$ cat src/rtl/pc_gen.sv
// IF-stage program-counter generator with flush/branch redirect and held-branch capture.
// Optional misaligned-fetch flag enabled by defining PC_ADEL_CHECK_EN.
module pc_gen #(
    parameter int          ADDR_W       = 32,
    parameter logic [31:0] RESET_VECTOR = 32'h8000_0000,
    parameter int          INST_BYTES   = 4,
    parameter int          STALL_W      = 6
) (
    input  logic               clk,
    input  logic               rst,
    input  logic [STALL_W-1:0] stall,
    input  logic               flush,
    input  logic [ADDR_W-1:0]  flush_addr,
    input  logic               branch_flag,
    input  logic [ADDR_W-1:0]  branch_addr,
    input  logic               if_ready,
    output logic [ADDR_W-1:0]  pc,
    output logic               ce,
    output logic               redirect_pending,
    output logic               adel
);

    localparam logic [ADDR_W-1:0] RST_PC     = ADDR_W'(RESET_VECTOR);
    localparam logic [ADDR_W-1:0] STEP       = ADDR_W'(INST_BYTES);
    localparam logic [ADDR_W-1:0] ALIGN_MASK = ADDR_W'(INST_BYTES - 1);

    if ((INST_BYTES < 1) || ((INST_BYTES & (INST_BYTES - 1)) != 0)) begin : g_bad_inst_bytes
        $error("pc_gen: INST_BYTES must be a power of two");
    end

    typedef enum logic {
        S_OFF,
        S_RUN
    } state_t;

    state_t            state;
    state_t            state_next;
    logic              ce_next;
    logic [ADDR_W-1:0] pc_next;
    logic              pend_valid;
    logic              pend_valid_next;
    logic [ADDR_W-1:0] pend_addr;
    logic [ADDR_W-1:0] pend_addr_next;
    logic [ADDR_W-1:0] flush_tgt;
    logic [ADDR_W-1:0] branch_tgt;
    logic              adv;
    logic              unused_stall;

    // Only the IF bit of the stall vector matters to this stage.
    assign unused_stall = ^stall;

`ifdef PC_ADEL_CHECK_EN
    assign flush_tgt  = flush_addr;
    assign branch_tgt = branch_addr;
`else
    assign flush_tgt  = flush_addr & ~ALIGN_MASK;
    assign branch_tgt = branch_addr & ~ALIGN_MASK;
`endif

    assign adv              = ce & ~stall[0] & if_ready;
    assign redirect_pending = pend_valid;

    always_ff @(posedge clk or posedge rst) begin
        if (rst) begin
            state      <= S_OFF;
            ce         <= 1'b0;
            pc         <= RST_PC;
            pend_valid <= 1'b0;
            pend_addr  <= '0;
        end else begin
            state      <= state_next;
            ce         <= ce_next;
            pc         <= pc_next;
            pend_valid <= pend_valid_next;
            pend_addr  <= pend_addr_next;
        end
    end

    // Redirect priority: flush, then live branch, then captured branch, then sequential.
    always_comb begin
        state_next      = state;
        ce_next         = ce;
        pc_next         = pc;
        pend_valid_next = pend_valid;
        pend_addr_next  = pend_addr;
        case (state)
            S_OFF: begin
                state_next = S_RUN;
                ce_next    = 1'b1;
                pc_next    = RST_PC;
            end
            S_RUN: begin
                ce_next = 1'b1;
                if (flush) begin
                    pc_next         = flush_tgt;
                    pend_valid_next = 1'b0;
                end else if (adv && branch_flag) begin
                    pc_next         = branch_tgt;
                    pend_valid_next = 1'b0;
                end else if (adv && pend_valid) begin
                    pc_next         = pend_addr;
                    pend_valid_next = 1'b0;
                end else if (adv) begin
                    pc_next = pc + STEP;
                end else if (branch_flag) begin
                    pend_valid_next = 1'b1;
                    pend_addr_next  = branch_tgt;
                end
            end
            default: begin
                state_next = S_OFF;
                ce_next    = 1'b0;
                pc_next    = RST_PC;
            end
        endcase
    end

`ifdef PC_ADEL_CHECK_EN
    always_ff @(posedge clk or posedge rst) begin
        if (rst) begin
            adel <= 1'b0;
        end else begin
            adel <= |(pc_next & ALIGN_MASK);
        end
    end
`else
    assign adel = 1'b0;
`endif

endmodule

$ cat config.mk
export PLATFORM = sky130hd
export DESIGN_NAME = pc_gen
export DESIGN_NICKNAME = d
export VERILOG_FILES = /design/src/rtl/pc_gen.sv
export SDC_FILE = /design/constraint.sdc
export NUM_CORES = 1
export LEC_CHECK = 0
export CELL_PAD_IN_SITES_DETAIL_PLACEMENT = 0
export CELL_PAD_IN_SITES_GLOBAL_PLACEMENT = 1
export CORE_AREA = 4 4 108 110
export DETAILED_ROUTE_END_ITERATION = 16
export DIE_AREA = 0 0 112 114
export GPL_TIMING_DRIVEN = 1
export PLACE_DENSITY_LB_ADDON = 0.1
export SLEW_MARGIN = 10
export SYNTH_ARGS = -nofsm -noshare
export SYNTH_HDL_FRONTEND = slang
export SYNTH_SLANG_ARGS = --single-unit
export TNS_END_PERCENT = 10
$ cat constraint.sdc
create_clock -name clk -period 3 [get_ports clk]
set_input_delay 0.3 -clock clk [delete_from_list [all_inputs] [get_ports clk]]
set_output_delay 0.3 -clock clk [all_outputs]
set_load 0.005 [all_outputs]
# After elaboration in Yosys (flattened, before gate mapping)
# Index checks and enable logic that the tools add are counted.
[classes] n_addsub=1 eq_ne=2 mux=10 bitwise_logic=8 reduce_logical=5
[ops] cell="$mux 32" count=4
[ops] cell="$pmux 32 s2" count=1
[ops] cell="$add 32x3->32 const B" count=1
[ops] cell="$not 1->1" count=6
[ops] cell="$reduce_and 6->1" count=1
[ops] cell="$mux 1" count=5
[ops] cell="$ne 5x2->1 const B" count=1
[ops] cell="$ne 4x2->1 const B" count=1
[ops] cell="$reduce_bool 4->1" count=1
[ops] cell="$reduce_and 3->1" count=1
[ops] cell="$and 1x1->1" count=2
[ops] cell="$logic_and 1x1->1" count=2
[totals] reg_bits=64 out_inout_bits=35

# Longest topological paths before layout
[logic_depth] word_depth=8 ltp_mapped=8

# Worst setup path before layout
# Ideal clock, no wire load.
[synth_timing] path_kind="register -> register" from="register pc[9]" to="register pc[24]" arrival_time_ps=2003 setup_slack_ps=867 stages_incl_launch_ff=7 cell_sequence="dfrtp_1 nand4_2 or4_4 buf_6 or4_4 a22oi_1 o31ai_1"
[synth_via] elab_chain_cells=6
[synth_lines] element="start: declaration" line="17" text="output logic [ADDR_W-1:0] pc,"
[synth_lines] element="start signal: assignment" line="73" text="pc <= pc_next;"
[synth_lines] element="$add 32x3->32" line="104" text="pc_next = pc + STEP;"
[synth_lines] element="$mux 32" line="103" text="end else if (adv) begin"
[synth_lines] element="$mux 32" line="100" text="end else if (adv && pend_valid) begin"
[synth_lines] element="$mux 32" line="97" text="end else if (adv && branch_flag) begin"
[synth_lines] element="$mux 32" line="94" text="if (flush) begin"
[synth_lines] element="$pmux 32 s2" line="86" text="case (state)"
# Every way passes these cells. The select of a mux whose other input is x is not followed.
# A chain may end at the register's enable or synchronous reset.

# Worst setup path in the final report
[layout_timing] from="register pc[8]" to="register pc[26]"
# The elaborated chain is that of the path after synthesis.

==> impl_metrics.py <==
metrics = {
    "run_status": {
        "status": "completed",
    },
    "yosys": {
        "ys_seq_area_frac": 0.378,
        "yosysMostFrequentCell": "dfrtp_1",
        "netlist_instances": 465,
        "synth.top_cells.by_count": "dfrtp_1, nand2_1, o21ai_0, clkbuf_1, mux2_2",
        "synth_warnings": 0,
        "synth_area_leaders": "dfrtp_1, mux2_2, nand2_1",
        "ys_async_sr_fraction": 1.00,
        "synth_top_area_cell": "dfrtp_1",
        "synth_edf_count": 0,
        "ys_types": 71,
        "syn_area_um2": 4110,
        "syn_area_per_cell_um2": 8.83,
        "synth_ff_type": "dfrtp_1",
        "yosysTopAreaCellShare": 0.372,
        "ys_seq_elements": 62,
    },
    "clock_network": {
        "cts_sinks": 62,
        "cts_buffers": 9,
        "h-tree-depth": 3,
        "clkSlewWorstSetupHoldPaths_ns": 0.08,
        "post_cts_buffers": 0,
        "cts_hold_buf": 0,
        "ctsResizeCount": 0,
        "cts_buffer_depth": 2,
        "cts_root_buffer": "clkbuf_8",
        "cts_tree": "built",
        "clock_latency_ns": 0.35,
    },
    "setup_path": {
        "critPathMaxFanout": 12,
        "path_class": "reg -> reg",
        "crit_start": "pc[8]$_DFFE_PP0P_",
        "worstRegToRegCells": 5,
        "ff2ff_setup_slack_ns": 0.61,
        "start_kind": "flip-flop",
        "crit_path_end": "pc[26]$_DFFE_PP0P_",
        "critPathCaptureType": "flip-flop",
        "cp_cell_sequence": "nand4_2 > or4_4 > or4_1 > a22oi_1 > o31ai_1",
        "cp_slowest_stage_delay_ns": 0.69,
        "crit_required_ns": 3.23,
        "r2r-end": "pc[26]$_DFFE_PP0P_",
        "regToRegStartpoint": "pc[8]$_DFFE_PP0P_",
        "cp.arrival_ns": 2.62,
        "slowest_stage": "or4_4",
    },
    "route": {
        "vias_per_cell": 5.82,
        "drtAntennaViolNets": 0,
        "remaining_drc_errors": 0,
        "first_pass_iters": 4,
        "first_iter_violations": 257,
        "routed_wl_um": 14300,
        "via_count": 4077,
        "wl_per_cell_um": 20.5,
    },
    "layout": {
        "finalNetCount": 631,
        "drive_above_1_share": 0.143,
        "area_growth_syn_to_layout_pct": 31.8,
        "final_core_utilization": 0.506,
        "diodes": 0,
        "nFillCells": 1045,
    },
    "sta": {
        "tightest_slew_ns": 0.655,
        "fin_crit_sh": 0.796,
        "final.setup.tns_ns": 0,
        "finClkSkew_ns": 0.00848,
        "slew-limit-headroom": 0.563,
        "setup_viol": 0,
        "hold_viol": 0,
        "report.final.slew_viol_count": 0,
        "rsz0062_at_grt": "no",
        "period_minus_slack_ns": 2.39,
        "fmax_ghz": 0.419,
    },
    "die": {
        "die_x_um": 112,
        "coreArea_um2": 10700,
        "io_pins": 110,
        "dieArea_um2": 12800,
        "initial_core_util": 0.384,
        "die_y_um": 114,
        "rows": 38,
    },
    "global_route": {
        "overflow": 0,
        "grt_util_all_layers": 0.228,
        "grt_pass1_vias": 4049,
        "grt_pass1_wl_um": 22700,
        "grt_max_degree": 37,
        "antenna_found_initial": 0,
    },
    "place": {
        "place_hpwl_um": 10000,
        "portBuffers": 97,
        "routabilityCongestion": 0.880,
    },
    "run": {
        "drv_cap": 0,
    },
    "min_path": {
        "hp-class": "in -> async",
    },
    "pwr": {
        "power.leakage_nw": 2.13,
        "ir_worst_vdd_uv": 179,
        "p_per_area_nw_per_um2": 418,
    },
}
[metal layers]
metal,global-route usage,share of wire,wire length [um]
met5,0,0,0
met4,0.0713,0.012,167
met3,0.0382,0.065,936
met2,0.362,0.48,6850
met1,0.319,0.44,6370
[where the power goes]
part / total, mW / leakage [nW] / internal [mW] / switching [mW]
sequential: 1.06 / 0.776 / 0.954 / 0.109
combinational: 0.521 / 1.27 / 0.297 / 0.224
clock: 0.678 / 0.0861 / 0.319 / 0.359
total: 2.26 / 2.13 / 1.57 / 0.692
[worst max-delay path: cells and delay by family, from the launching register on]
kind / cells / cell delay (ns)
DFF: 1 / 0.52
AOI/OAI and AO/OA: 2 / 0.26
and+or+nand+nor: 3 / 1.48
[worst min path at each step]
stage | endpoint | slack [ns] | cells after the start
after detailed placement | pend_addr[31]$_DFFE_PP0P_ | 0.48 | 2
after global routing | pend_addr[30]$_DFFE_PP0P_ | 0.42 | 2
after global placement | pend_addr[31]$_DFFE_PP0P_ | 0.47 | 2
after floorplan | pc[4]$_DFFE_PP0P_ | 0.44 | 1
final | pend_addr[27]$_DFFE_PP0P_ | 0.36 | 2
after CTS | pend_addr[30]$_DFFE_PP0P_ | 0.38 | 2
[layout make-up]
type | count | area [um^2] | share of cell area
Multi-Input combinational cell | 354 | 2340 | 0.433
Sequential cell | 62 | 1550 | 0.287
Timing Repair Buffer | 118 | 1140 | 0.210
Tap cell | 140 | 175 | 0.0324
Clock buffer | 12 | 145 | 0.0268
Inverter | 10 | 37.5 | 0.00693
Clock inverter | 4 | 22.5 | 0.00416
[state kept, by name, indices dropped and copies added, names as in the netlist]
name	count
redirect_pending	1
state	1
pc	30
pend_addr	30
[stage by stage]
stage	cells	area [um^2]	worst slack, ns	total power, mW	hold slack (ns)
2_1_floorplan	467	4120	0.867	1.33	0.440
3_3_place_gp	684	5250	0.624	1.59	0.466
3_5_place_dp	684	5250	0.528	1.60	0.484
4_1_cts	700	5410	0.612	2.28	0.384
5_1_grt	700	5410	0.451	2.39	0.417
6_report	700	5410	0.613	2.26	0.360
[cells by family after synthesis]
logic type | count (synthesis) | synth area share
simple gates | 165 | 0.217
compound gates | 139 | 0.232
flops | 62 | 0.378
buf+inv | 51 | 0.0533
mux | 33 | 0.0892
xor+xnor | 12 | 0.0256
other cells | 2 | 0.00183
fa+ha+maj | 1 | 0.00305
[placed cells by master, fill, tap and decap left out, drive strengths merged, types with 4 or more instances in the layout]
cell type and instances:
a31oi 6, o31ai 6, nor2b 4, xnor2 7, and4 4, nand2 49, nand4 9, conb 4
inv 10, o211ai 7, o21ai 34, nor4 11, a31o 4, xor2 5, and3 6, clkdlybuf4s50 96
or3 6, a211oi 6, mux2i 4, clkbuf 12, nor3 15, a22oi 4, buf 22, or4 5
mux2 29, nand2b 5, and2 5, a221oi 9, nor2 21, a21oi 28, nand3 16, dfrtp 61
Power figures use the tool's default switching activity.
